===== src/rtl/imm_gen_pipe.sv =====
// imm_gen_pipe: single-stage registered RV32I immediate generator.
//
// Decodes the opcode of an incoming instruction word, forms the
// sign-extended immediate for its format and presents the result one
// cycle later behind a valid/ready handshake. It also keeps a saturating
// count of accepted words whose opcode is not recognised.
//
// Optional feature macro: IMM_ZICSR_EN. When defined, SYSTEM opcode words
// with funct3[2]=1 decode as fmt 6 (CSR zimm, zero-extended ins[19:15]).
// When undefined, every SYSTEM word decodes as an I-type immediate.
//
// Ports
//   clk, rst_n           clock, asynchronous active-low reset
//   in_valid/in_ready    input handshake (in_ready = !out_valid | out_ready)
//   instruction          raw RV32I word
//   out_valid/out_ready  output handshake
//   imm                  extended immediate (XLEN bits)
//   fmt                  0 none, 1 I, 2 S, 3 B, 4 U, 5 J, 6 Z, 7 illegal
//   illegal              fmt == 7, qualified by out_valid
//   illegal_cnt          saturating count of accepted illegal words
//   cnt_clr              synchronous clear of illegal_cnt (wins over count)
module imm_gen_pipe #(
  parameter int INSTRUCTION = 32,
  parameter int XLEN        = 32,
  parameter int CNT_W       = 8
) (
  input  logic                   clk,
  input  logic                   rst_n,
  input  logic                   in_valid,
  output logic                   in_ready,
  input  logic [INSTRUCTION-1:0] instruction,
  output logic                   out_valid,
  input  logic                   out_ready,
  output logic [XLEN-1:0]        imm,
  output logic [2:0]             fmt,
  output logic                   illegal,
  output logic [CNT_W-1:0]       illegal_cnt,
  input  logic                   cnt_clr
);

  localparam logic [2:0] F_NONE = 3'd0;
  localparam logic [2:0] F_I    = 3'd1;
  localparam logic [2:0] F_S    = 3'd2;
  localparam logic [2:0] F_B    = 3'd3;
  localparam logic [2:0] F_U    = 3'd4;
  localparam logic [2:0] F_J    = 3'd5;
  localparam logic [2:0] F_ILL  = 3'd7;

  localparam logic [CNT_W-1:0] CNT_MAX = '1;

  typedef struct packed {
    logic [XLEN-1:0] imm;
    logic [2:0]      fmt;
  } dec_t;

  logic [31:0]        ins;
  logic signed [31:0] imm32;
  dec_t               dec;
  logic               xfer_in;

  assign ins = instruction[31:0];

  // Every immediate is built 32 bits wide with its sign already in bit 31;
  // the final signed cast then replicates that bit up to XLEN. The zimm
  // case keeps bit 31 clear, so the same cast yields zero extension.
  always_comb begin
    dec.fmt = F_ILL;
    imm32   = '0;
    unique case (ins[6:0])
      7'b0000011, 7'b0010011, 7'b1100111, 7'b0001111: begin
        dec.fmt = F_I;
        imm32   = {{20{ins[31]}}, ins[31:20]};
      end
      7'b1110011: begin
`ifdef IMM_ZICSR_EN
        if (ins[14]) begin
          dec.fmt = 3'd6;
          imm32   = {27'b0, ins[19:15]};
        end else begin
          dec.fmt = F_I;
          imm32   = {{20{ins[31]}}, ins[31:20]};
        end
`else
        dec.fmt = F_I;
        imm32   = {{20{ins[31]}}, ins[31:20]};
`endif
      end
      7'b0100011: begin
        dec.fmt = F_S;
        imm32   = {{20{ins[31]}}, ins[31:25], ins[11:7]};
      end
      7'b1100011: begin
        dec.fmt = F_B;
        imm32   = {{19{ins[31]}}, ins[31], ins[7], ins[30:25], ins[11:8], 1'b0};
      end
      7'b0110111, 7'b0010111: begin
        dec.fmt = F_U;
        imm32   = {ins[31:12], 12'b0};
      end
      7'b1101111: begin
        dec.fmt = F_J;
        imm32   = {{11{ins[31]}}, ins[31], ins[19:12], ins[20], ins[30:21], 1'b0};
      end
      7'b0110011: dec.fmt = F_NONE;
      default:    dec.fmt = F_ILL;
    endcase
    dec.imm = XLEN'(imm32);
  end

  assign in_ready = !out_valid || out_ready;
  assign xfer_in  = in_valid && in_ready;

  // Output register: load on input transfer, drop valid after an output
  // transfer with nothing new arriving, otherwise hold (stall).
  always_ff @(posedge clk or negedge rst_n) begin
    if (!rst_n) begin
      out_valid <= 1'b0;
      imm       <= '0;
      fmt       <= F_NONE;
      illegal   <= 1'b0;
    end else if (xfer_in) begin
      out_valid <= 1'b1;
      imm       <= dec.imm;
      fmt       <= dec.fmt;
      illegal   <= (dec.fmt == F_ILL);
    end else if (out_ready) begin
      out_valid <= 1'b0;
    end
  end

  always_ff @(posedge clk or negedge rst_n) begin
    if (!rst_n)
      illegal_cnt <= '0;
    else if (cnt_clr)
      illegal_cnt <= '0;
    else if (xfer_in && dec.fmt == F_ILL && illegal_cnt != CNT_MAX)
      illegal_cnt <= illegal_cnt + 1'b1;
  end

endmodule


===== config.mk =====
export PLATFORM = sky130hd
export DESIGN_NAME = imm_gen_pipe
export DESIGN_NICKNAME = d
export VERILOG_FILES = /design/src/rtl/imm_gen_pipe.sv
export SDC_FILE = /design/constraint.sdc
export NUM_CORES = 1
export LEC_CHECK = 0
export ABC_AREA = 1
export ABC_CLOCK_PERIOD_IN_PS = 2210
export CAP_MARGIN = 20
export CORE_UTILIZATION = 40
export CTS_CLUSTER_SIZE = 10
export DETAILED_ROUTE_END_ITERATION = 8
export PLACE_DENSITY = 0.79
export SYNTH_ARGS = -nofsm -noshare
export SYNTH_HDL_FRONTEND = slang
export SYNTH_SLANG_ARGS = --single-unit
export TNS_END_PERCENT = 5

===== constraint.sdc =====
create_clock -name clk -period 2.21 [get_ports clk]
set_clock_uncertainty 0.15 [all_clocks]
set_input_delay 0.442 -clock clk [delete_from_list [all_inputs] [get_ports clk]]
set_output_delay 0.442 -clock clk [all_outputs]
set_load 0.05 [all_outputs]

==> results of run 1 <==
==> timing repair <==
item | in CTS | in global routing
endpoints found under the hold margin | 22 | 0
resized for setup | 0 | 2
hold buffers | 1 | 0
setup buffers | 0 | 0
setup endpoints to repair | 0 | 2
==> synth_stat cells (4+ instances only) <==
library cell,instances,area share (%)
nand2_1,168,27
dfrtp_1,45,48
nand3_1,24,5.1
nor2_1,14,2.2
inv_1,12,1.9
inv_2,8,1.3
clkbuf_1,4,0.64
nand2_2,4,1.1
nor2_2,4,1.1
o211ai_1,4,1.3
o21ai_1,4,0.85
==> tightest hold or removal path, delay by kind of cell (launching register included) <==
| family | cells | cell delay (ns) |
|---|---|---|
| flops | 1 | 0.35 |
| simple gates | 2 | 0.10 |
==> final cells by class <==
class	instances	share of cell area [%]
sequential	45	32.4
multi-input combinational	245	31.9
timing repair buffer	94	27.5
tap	72	2.59
clock buffer	7	2.48
inverter	22	2.37
clock inverter	1	0.863
==> flip-flops by register name, summed over array words and instances (netlist names) <==
signal and flops:
illegal 1, fmt 3, out_valid 1, imm 32
illegal_cnt 8
==> power breakdown <==
part	internal (W)	total, W	switching [W]
clock network	0.000369	0.000657	0.000288
logic	0.000191	0.000503	0.000312
registers	0.000864	0.000892	0.0000286
==> through the flow <==
step	power [W]	utilization [%]	area (µm²)	setup TNS [ns]	setup slack [ns]
final	0.00205	62.0	3480	0	0.0501
after global routing	0.00214	62.0	3480	0	0.0176
after CTS	0.00206	62.0	3470	0	0.0312
after detailed placement	0.00141	59.7	3350	-0.432	-0.0756
after global placement	0.00140	59.7	3350	-0.00302	-0.00302
after floorplan	0.00118	-	2360	0	0.136
==> layer usage <==
layer	global-route usage (%)	part of all wire (%)	vias to the layer above
met3	3.10	4.7	11
met5	0	0	-
met1	29.3	46	1110
met4	7.22	1.5	0
met2	34.1	48	68
li1	-	-	1185
==> logic make-up (layout without fill, tap and decap cells) <==
family                   count (synthesis)  after routing
AND/OR/NAND/NOR                        225            225
adder cells (fa/ha/maj)                  1              1
XOR/XNOR                                 4              4
buffers and inverters                   31            124
flip-flops                              45             45
AO/OA/AOI/OAI                           15             15
==> how the worst max path moves through the flow <==
| stage | from | slack, ns | cells past startpoint | endpoint |
|---|---|---|---|---|
| after floorplan | out_valid$_DFFE_PN0P_ | 0.14 | 5 | out_valid$_DFFE_PN0P_ |
| after global placement | instruction[6] | -0.003 | 10 | imm[9]$_DFFE_PN0P_ |
| after detailed placement | instruction[6] | -0.08 | 10 | imm[7]$_DFFE_PN0P_ |
| after CTS | illegal_cnt[3]$_DFFE_PN0P_ | 0.03 | 1 | illegal_cnt[3] |
| after global routing | illegal_cnt[0]$_DFFE_PN0P_ | 0.02 | 1 | illegal_cnt[0] |
| final | illegal_cnt[4]$_DFFE_PN0P_ | 0.05 | 1 | illegal_cnt[4] |
==> run metrics, run 1 <==
outcome=complete, no violations; Final setup viols=0; period utilisation layout=97.7%; crit end category=primary output; H-tree Lvls=2; CTS Root Cell=clkbuf_8; Hold Path Stages=2; clock transition at the registers of the reported paths=0.08 ns; WP data required=1.62 ns; leading cell types in the layout, fill and taps excluded=168 x nand2_1, 76 x clkdlybuf4s50_1, 45 x dfrtp_1; Async S/R FF share, synth=100%; fill count=533; die area=0.00621 mm²; area of the multi-input gates=0.00111 mm²; nets=451; HP Class=flip-flop to flip-flop; CP Buf/Inv Count=1; Leakage=1.86 nW; Syn Area/Cell=7.35 µm²; GRT Total Usage=21.2%; CP max stage delay=0.83 ns; Worst VDD drop=0.381 mV; Routed WL per cell=12.7 µm; max-slew violation count=0; Post-synth EDFFs=0; #FFs+latches synth=45; Hold WS=0.333 ns; post-synthesis adder-cell area fraction=0.530%; Synth Warn #=0; vias in the first global route=2238; Placed Cells=477; reg2reg path depth=8; largest net degree at the start of global routing=39; die width=78.8 µm; Mapped Area=0.00236 mm²; initial core utilization=42.1%; Clk Latency, worst-skew pair=0.30 ns; Synth Instances=321; initial antenna violation count=0; Seq/Total Area, Yosys=47.7%; RSZ-0062 raised after global routing=no; Chip Height=78.8 µm; I/O Buffers=82; diode count=0; CP Cell Sequence=clkdlybuf4s50_1; largest family of logic cells by synthesized area=simple AND/OR/NAND/NOR gates; number of max-cap violations=0; commonest non-fill, non-tap cell in the layout=nand2_1; Detailed Routing Iterations Pass 1=4; CTS tree=yes; critical path arrival=1.57 ns; XOR/XNOR Fraction of Synth Area=1.48%; Area growth syn-to-layout=47.5%; FF/Latch Area=0.00113 mm²; fmax=463 MHz; Post-Synthesis Net Count=359; vias=2374; first-pass GRT wire length=10400 µm; Worst setup SP type=flip-flop; Rows=27; delay-heaviest family, CP=buffers and inverters; Slew headroom=64.1%; Num CTS Buffers=5; Crit-path slowest cell=clkdlybuf4s50_1; measured slew at the worst slew-check pin=0.538 ns; Routed WL=6170 µm; Core Area=0.00561 mm²; gr ovfl total=0; Worst Hold Path EP=imm[24]$_DFFE_PN0P_; post-synthesis mux area share=0%; Synth Area in Simple Gates=40.9%; detailed router's first-iteration violation count=240; ys flop type=dfrtp_1; Clock Sinks=45; Fin. Hold Viols=0; worst r2r src=illegal_cnt[0]$_DFFE_PN0P_; PwrDens=590 mW/mm²; clock buffer depth=2; Worst Path Class, Setup=flip-flop to primary output; Remaining DRCs=0; HP Start=imm[24]$_DFFE_PN0P_; I/O Pins=83; post-synthesis compound-gate area fraction=4.08%; Placer Congestion=0.830; Antenna Nets Post-Route=0; Post-Layout Cell Count=486; Worst R2R End=illegal_cnt[5]$_DFFE_PN0P_; Vias/cell=4.88; crit-path max FO=5; r2r setup slk=0.38 ns; post-synth cell types=30; Tmin final=2.16 ns; DP HPWL=4590 µm; layout cells sized above 1=10.9%
Note: power is estimated with default switching activity, not from simulation.
==> inputs of run 2 (changes only) <==
- CTS_CLUSTER_DIAMETER: not set -> 80
==> results of run 2 <==
No change in the layout: final DEF, timing and power equal those of run 1.
==> inputs of run 3 (changes only) <==
- ABC_CLOCK_PERIOD_IN_PS: 2210 -> not set
- CELL_PAD_IN_SITES_DETAIL_PLACEMENT: not set -> 1
- CELL_PAD_IN_SITES_GLOBAL_PLACEMENT: not set -> 1
- CORE_UTILIZATION: 40 -> 31
- PLACE_DENSITY: 0.79 -> 0.86
==> run metrics, run 3 (synthesized netlist as in run 1, its figures left out) <==
RSZ-0062 raised after global routing=no; Clock Sinks=45 (unchanged); reg2reg path depth=8 (unchanged); clock transition at the registers of the reported paths=0.09 ns (about the same); measured slew at the worst slew-check pin=0.532 ns (-0.00584 ns); leading cell types in the layout, fill and taps excluded=168 x nand2_1, 75 x clkdlybuf4s50_1, 45 x dfrtp_1; Tmin final=2.16 ns (+0.00116 ns); commonest non-fill, non-tap cell in the layout=nand2_1; Antenna Nets Post-Route=0 (unchanged); Top Registers=imm: 32 flops, illegal_cnt: 8 flops, fmt: 3 flops; Hold WS=0.335 ns (+0.00193 ns); vias in the first global route=2423 (+8.3%); Worst setup SP type=flip-flop; gr ovfl total=0 (unchanged); die area=0.00796 mm² (+28%); Worst R2R End=illegal_cnt[4]$_DFFE_PN0P_; crit-path max FO=5 (unchanged); largest net degree at the start of global routing=39 (unchanged); CP startpoint=illegal_cnt[0]$_DFFE_PN0P_; flip-flop count of the largest register after layout=32 (unchanged); r2r setup slk=0.33 ns (-0.05 ns); Area growth syn-to-layout=47.7%; Worst VDD drop=0.274 mV (-28%); clock buffer depth=2 (unchanged); Clk Latency, worst-skew pair=0.30 ns (about the same); DP HPWL=5610 µm (+22%); Crit path depth=1 (unchanged); setup ws final=0.0489 ns (-0.00116 ns); Final setup viols=0 (unchanged); period utilisation layout=97.8% (about the same); Num CTS Buffers=5 (unchanged); Vias/cell=4.69 (-4.0%); Worst Setup EP=illegal_cnt[0]; outcome=complete, no violations; Detailed Routing Iterations Pass 1=4 (unchanged); CP Buf/Inv Count=1 (unchanged); detailed router's first-iteration violation count=119 (-50%); number of max-cap violations=0 (unchanged); crit end category=primary output; Power Total=0.00193 W (-6.1%); Post-Layout Cell Count=515 (+6.0%); fill count=937 (+76%); first-pass GRT wire length=12200 µm (+17%); HP Class=flip-flop to flip-flop; delay-heaviest family, CP=buffers and inverters; CP max stage delay=0.83 ns (about the same); vias=2414 (+1.7%); Placed Cells=506 (+6.1%); Crit-path slowest cell=clkdlybuf4s50_1; Remaining DRCs=0 (unchanged); fmax=463 MHz (about the same); Fin. Hold Viols=0 (unchanged); Core Area=0.00729 mm² (+30%); GRT Total Usage=20.3% (-0.98 points); Biggest register=imm; worst r2r src=illegal_cnt[0]$_DFFE_PN0P_; I/O Pins=83 (unchanged); Routed WL per cell=14.0 µm (+10%); Routed WL=7220 µm (+17%); Placer Congestion=0.832 (+0.29%); CTS Root Cell=clkbuf_8; die width=89.2 µm (+13%); initial antenna violation count=0 (unchanged); WP data required=1.62 ns (about the same); setup TNS=0 ns (unchanged); H-tree Lvls=2 (unchanged); layout cells sized above 1=11.3% (+0.43 points); Slew headroom=64.4% (+0.28 points); CTS tree=yes; Worst Path Class, Setup=flip-flop to primary output; initial core utilization=32.4% (-9.7 points); critical path arrival=1.57 ns (about the same); Leakage=1.88 nW (+1.1%); CP Cell Sequence=clkdlybuf4s50_1; Chip Height=89.2 µm (+13%); diode count=0 (unchanged); pre-CTS setup slack=-0.0612 ns (+0.0145 ns); nets=453 (+0.44%); max-slew violation count=0 (unchanged); Rows=31 (+15%); I/O Buffers=82 (unchanged); PwrDens=553 mW/mm² (-6.2%)
run 3: power breakdown:
group	total [W]	internal (W)	switching, W	leakage, nW
logic	0.000501	0.000187	0.000314	1.23
registers	0.000895	0.000864	0.0000310	0.607
clock network	0.000532	0.000225	0.000307	0.0445
run 3: worst reg2reg max path: cells and delay by family (launching register included):
kind | cells | cell delay, ns
flops | 1 | 0.43
fa+ha+maj | 1 | 0.19
simple gates | 7 | 1.01
run 3: final cells by class:
cell class	instances	area, µm²	area share, %
Inverter	22	82.6	2.37
Tap cell	99	124	3.55
Sequential cell	45	1130	32.3
Timing Repair Buffer	96	953	27.4
Clock inverter	3	21.3	0.610
Clock buffer	5	68.8	1.97
Multi-Input combinational cell	245	1110	31.8
run 3: stage by stage:
stage / cell area (µm²) / util (%)
final: 3480 / 47.8
after CTS: 3470 / 47.6
after global placement: 3370 / 46.3
after global routing: 3480 / 47.8
after floorplan: 2360 / -
after detailed placement: 3370 / 46.3
run 3: timing repair:
item | in CTS | in global routing
hold buffers | 1 | 0
hold endpoints to repair | 12 | 0
resized for setup | 0 | 4
setup buffers | 0 | 0
setup endpoints to repair | 0 | 4
run 3: worst min path at each step:
stage,startpoint,end,slack (ns),depth (start not counted)
finish,imm[26]$_DFFE_PN0P_,imm[26]$_DFFE_PN0P_,0.34,2
global route,imm[19]$_DFFE_PN0P_,imm[19]$_DFFE_PN0P_,0.36,2
CTS,imm[26]$_DFFE_PN0P_,imm[26]$_DFFE_PN0P_,0.34,2
detailed placement,rst_n,illegal_cnt[4]$_DFFE_PN0P_,0.21,1
global placement,rst_n,illegal_cnt[4]$_DFFE_PN0P_,0.21,1
floorplan,rst_n,fmt[0]$_DFFE_PN0P_,-0.004,0
run 3: metal layers:
layer	share of wire, %	up-vias	global-route usage (%)
li1	-	1184	-
met1	45	1162	27.8
met2	49	60	33.2
met3	4.8	8	4.06
met4	1.1	0	4.47
met5	0	-	0
==> edit 1: new RTL, settings of run 3 <==
Add a define of `IMM_ZICSR_EN`.
--- a/src/rtl/imm_gen_pipe.sv
+++ b/src/rtl/imm_gen_pipe.sv
@@ -19,6 +19,8 @@
 //   illegal              fmt == 7, qualified by out_valid
 //   illegal_cnt          saturating count of accepted illegal words
 //   cnt_clr              synchronous clear of illegal_cnt (wins over count)
+`define IMM_ZICSR_EN
+
 module imm_gen_pipe #(
   parameter int INSTRUCTION = 32,
   parameter int XLEN        = 32,
Check against the original RTL: not equivalent (a bounded check fails within 4 cycles, from zero or initial values and one cycle with rst_n low).
==> edit 1 against run 3 <==
Critical endpoint is now illegal_cnt[2]. Worst hold slack worse by 0.0043 ns. Largest cell class is now multi-input combinational cells. Final cell count increased by 23%. Critical path type unchanged. Final area up 17%. Sequential cell count did not move. The flow now finishes with violations (design-rule violations). Via count grew 29%. Non-clock buffer count rose by 12. Setup slack gained 0.0066 ns. Sequential share of layout area decreased by 4.7 points. Total power increased by 9.4%. Global-route usage fell by 0.21 points. Routed wire length increased by 27%. Fmax increased by 0.31%. Critical path depth did not move. Synthesized area is 22% higher.
==> edit 1: results (changes against run 3) <==
* Failing checks: design-rule violations
* DRC at 4 (+4)
* Fraction of area in registers at 0.276 (-0.0472)
* Achievable clock frequency at 0.464 GHz (+0.31%)
* Non-clock inverters at 35 (+59%)
* Nets at 560 (+24%)
* Reg2reg end: illegal_cnt[5]
* Vias in the first global route at 3,196 (+32%)
* Share of layout cells above drive strength 1 at 0.107 (-0.00591)
* Worst VDD drop at 0.000224 V (-18%)
* Final GP Congestion at 0.919 (+11%)
* Post-synth top cells: nand2_1, dfrtp_1, nand3_1
* Drt pass-1 iters at 6 (+2)
* Min Hold Slack at 0.331 ns (-0.00428 ns)
* M1 wire length at 4420 um (+37%)
* Post-DRT Antenna Nets at 0 (unchanged)
* Area Overhead vs Synth at 41.7%
* GRT Total Usage at 0.201 (-0.00207)
* Avg Vias per Cell at 4.95 (+5.7%)
* Clock Latency Late Sink at 0.30 ns (about the same)
* Final clock-cell share at 0.0273 (+0.00144)
* Data buffer area share at 0.259 (-0.0148)
* Die area at 9680 sq um (+22%)
* #MultiIn Comb at 327 (+33%)
* Sw frac at 0.331 (-0.00706)
* Clock power share at 0.306 (+0.030)
* Area of the multi-input gates at 1520 sq um (+37%)
* First-pass GRT wire length at 15,600 um (+29%)
* Seq/Total Area, Yosys at 0.391 (-0.0862)
* Hold Crit Start: imm[22]
* Vias at 3,125 (+29%)
* CP endpoint: illegal_cnt[2]
* WHS Endpoint: imm[22]
* DP Cell Count at 622 (+23%)
* 1st-iter DRT viols at 105 (-12%)
* Layout fillers at 1,155 (+23%)
* CP max stage delay at 0.83 ns (about the same)
* Met3 wire len at 413 um (+19%)
* Dpl ws at -0.161 ns (-0.0996 ns)
* Least-Margin Pin Slew at 0.522 ns (-0.00974 ns)
* DP Wirelength at 7040 um (+26%)
* Mapped Nets at 465 (+30%)
* Worst reg2reg path depth at 10 (+2)
* Post-CTS Setup Repair Bufs at 0 (unchanged)
* R2r setup slk at 0.35 ns (+0.02 ns)
* Placed Area at 3950 sq um (+17%)
* Top cells by area, synth: dfrtp_1, nand2_1, nand3_1
* Leak at 2.19 nW (+16%)
* Flop+latch power at 0.894 mW (about the same)
* Metal2 WL at 4210 um (+18%)
* Status: finished, violations left
* Met2 Use GR at 0.329 (-0.00235)
* Ys Warns at 0 (unchanged)
* Avg Inst Size Synth at 6.75 sq um (-8.2%)
* Met3 Track Usage GR at 0.0272 (-0.0134)
* CLK BUF at 6 (+1)
-- edit 1: cell count changes after synthesis, moves of 4 or more --
cell / before / now
buf_2: 1 / 9
nand2_2: 4 / 8
nor2_1: 14 / 31
nand3_1: 24 / 38
nand4_1: 2 / 17
o21ai_0: 1 / 34
inv_2: 8 / 3
inv_1: 12 / 29
nand2_1: 168 / 174
-- edit 1: kinds of logic (layout without fill, tap and decap cells) --
| family | after synthesis | after routing | share of synthesized area |
|---|---|---|---|
| compound gates | 41 | 41 | 0.0743 |
| simple gates | 279 | 279 | 0.430 |
| buf+inv | 55 | 151 | 0.0812 |
| mux | 1 | 1 | 0.00348 |
| xor+xnor | 5 | 5 | 0.0152 |
| fa+ha+maj | 1 | 1 | 0.00434 |
| flops | 45 | 45 | 0.391 |
-- edit 1: worst min-delay path, delay by kind of cell, from the launching register on --
| kind | cells | cell delay [ns] |
|---|---|---|
| flops | 1 | 0.35 |
| simple gates | 2 | 0.10 |
==> edit 2: new RTL, settings of run 3 <==
Without the edit above. Register the output `illegal_cnt` once more; this adds one clock of latency there. The other outputs are not delayed to match.
--- a/src/rtl/imm_gen_pipe.sv
+++ b/src/rtl/imm_gen_pipe.sv
@@ -52,6 +52,8 @@
     logic [XLEN-1:0] imm;
     logic [2:0]      fmt;
   } dec_t;
+
+  logic [CNT_W-1:0] illegal_cnt_s0;
 
   logic [31:0]        ins;
   logic signed [31:0] imm32;
@@ -130,11 +132,15 @@
 
   always_ff @(posedge clk or negedge rst_n) begin
     if (!rst_n)
-      illegal_cnt <= '0;
+      illegal_cnt_s0 <= '0;
     else if (cnt_clr)
-      illegal_cnt <= '0;
-    else if (xfer_in && dec.fmt == F_ILL && illegal_cnt != CNT_MAX)
-      illegal_cnt <= illegal_cnt + 1'b1;
+      illegal_cnt_s0 <= '0;
+    else if (xfer_in && dec.fmt == F_ILL && illegal_cnt_s0 != CNT_MAX)
+      illegal_cnt_s0 <= illegal_cnt_s0 + 1'b1;
+  end
+
+  always_ff @(posedge clk) begin
+    illegal_cnt <= illegal_cnt_s0;
   end
 
 endmodule
Function: changed (a bounded check fails within 4 cycles, from zero or initial values and one cycle with rst_n low).
==> edit 2 against run 3 <==
Worst hold slack got worse by 0.27 ns. Routed wire length increased by 2.6%. Critical path type unchanged. Total power increased by 16%. Critical endpoint is now imm[30]. Sequential power increased by 17%. Synthesized area increased by 7.7%. Fmax increased by 2.4%. Sequential cell count increased by 8. Critical path depth unchanged. Highest routed layer unchanged. Synthesized cell count decreased by 1.2%. Sequential share of layout area increased by 3.0 points. Setup slack improved by 0.050 ns. Final area increased by 4.6%. Die area increased by 7.5%.
==> edit 2: results (changes against run 3) <==
* Worst Hold Class: input pin to async pin
* Adder-Cell Fraction of Synth Area at 0.00492 (-0.000379)
* CP max stage delay at 0.81 ns (-0.02 ns)
* Asr flop ratio synth at 0.849 (-0.151)
* Avg Inst Size Synth at 8.02 sq um (+9.0%)
* Vias at 2,432 (+0.75%)
* Post-synth top cells: nand2_1, dfrtp_1, nand3_1
* Worst VDD drop at 0.000279 V (+1.8%)
* Leak at 1.79 nW (-4.8%)
* Largest registers: imm (32), illegal_cnt (8), illegal_cnt_s0 (8)
* Seq/Total Area, Yosys at 0.506 (+0.0290)
* Nets at 444 (-2.0%)
* CP endpoint: imm[30]
* Placed Area at 3520 sq um (+4.4%)
* Final GP Congestion at 0.877 (+5.5%)
* GRT Total Usage at 0.185 (-0.0173)
* Share of layout cells above drive strength 1 at 0.113 (about the same)
* P per Cell Area at 615 nW/um^2 (+11%)
* Reg2reg end: illegal_cnt_s0[1]
* Final std cells w/o fill at 509 (-1.2%)
* Count of cell types in the netlist at 31 (+3.3%)
* Crit path launch: imm[30]
* Largest net degree at the start of global routing at 46 (+18%)
* Top cells by area, synth: dfrtp_1, nand2_1, dfxtp_1
* DP Cell Count at 501 (-0.99%)
* Layout fillers at 969 (+3.4%)
* Slew margin rel. at 0.604 (-0.0401)
* DP Wirelength at 5640 um (+0.61%)
* Status: finished clean
* Vias in the first global route at 2,581 (+6.5%)
* First-pass GRT wire length at 12,600 um (+3.3%)
* Area fraction in compound gates after synthesis at 0.0478 (+0.00693)
* Mapped Nets at 355 (-1.1%)
* Routed wire length at 7410 um (+2.6%)
* Post-Synth XOR/XNOR Area at 0.0172 (+0.00239)
* Worst reg2reg path depth at 8 (unchanged)
-- edit 2: changes by cell type after synthesis, moves of 3 or more --
cell,change
a21oi_1,+8
buf_1,-3
buf_4,+3
dfxtp_1,+8
inv_2,-5
nand2_1,-28
nand4_1,+10
nor2_2,-3
o211ai_1,-4
o21ai_1,+4
-- edit 2: worst register-to-register path: stages, from the launching register on --
cell and delay [ns]:
dfrtp_1 0.47, ha_1 0.20, nand2_1 0.08, nor2_1 0.19
nand3_1 0.15, nand4_4 0.20, nand2_4 0.11, nand2_1 0.08
nand2_1 0.05
-- edit 2: worst min path at each step --
stage / endpoint / slack [ns] / cells after the start
floorplan: fmt[0] / -0.004 / 0
global placement: illegal_cnt[5] / 0.28 / 0
detailed placement: illegal_cnt[5] / 0.28 / 0
CTS: imm[22] / 0.08 / 2
global route: imm[19] / 0.11 / 2
finish: imm[22] / 0.07 / 2
-- edit 2: per-layer routing --
layer	routed length, um	track usage
met1	3060	0.220
met2	3820	0.331
met3	457	0.0411
met4	82	0.0573
met5	0	0
-- edit 2: area by class of cell --
| class | count | area share |
|---|---|---|
| timing repair buffer | 94 | 0.253 |
| clock buffer | 6 | 0.0227 |
| tap | 102 | 0.0350 |
| inverter | 14 | 0.0144 |
| clock inverter | 2 | 0.0103 |
| multi-input combinational | 238 | 0.312 |
| sequential | 53 | 0.353 |
-- edit 2: power breakdown --
| group | leakage, nW | internal, mW | total (mW) | switching [mW] |
|---|---|---|---|---|
| Sequential | 0.672 | 1.02 | 1.05 | 0.0356 |
| Clock | 0.0574 | 0.368 | 0.683 | 0.315 |
| Combinational | 1.06 | 0.182 | 0.505 | 0.323 |
| Total | 1.79 | 1.57 | 2.24 | 0.674 |
-- edit 2: metrics by stage --
step | hold WS, ns | setup WS, ns | power (mW)
2_1_floorplan | -0.00359 | 0.0980 | 1.34
3_3_place_gp | 0.280 | -0.00932 | 1.57
3_5_place_dp | 0.277 | -0.0461 | 1.58
4_1_cts | 0.0850 | 0.0800 | 2.28
5_1_grt | 0.113 | 0.0388 | 2.35
6_report | 0.0691 | 0.0987 | 2.24
-- edit 2: kinds of logic (layout without fill, tap and decap cells) --
family,Yosys count,after routing
XOR/XNOR,5,5
adder cells (fa/ha/maj),1,1
AO/OA/AOI/OAI,22,22
buffers and inverters,26,116
flip-flops,53,53
AND/OR/NAND/NOR,210,210
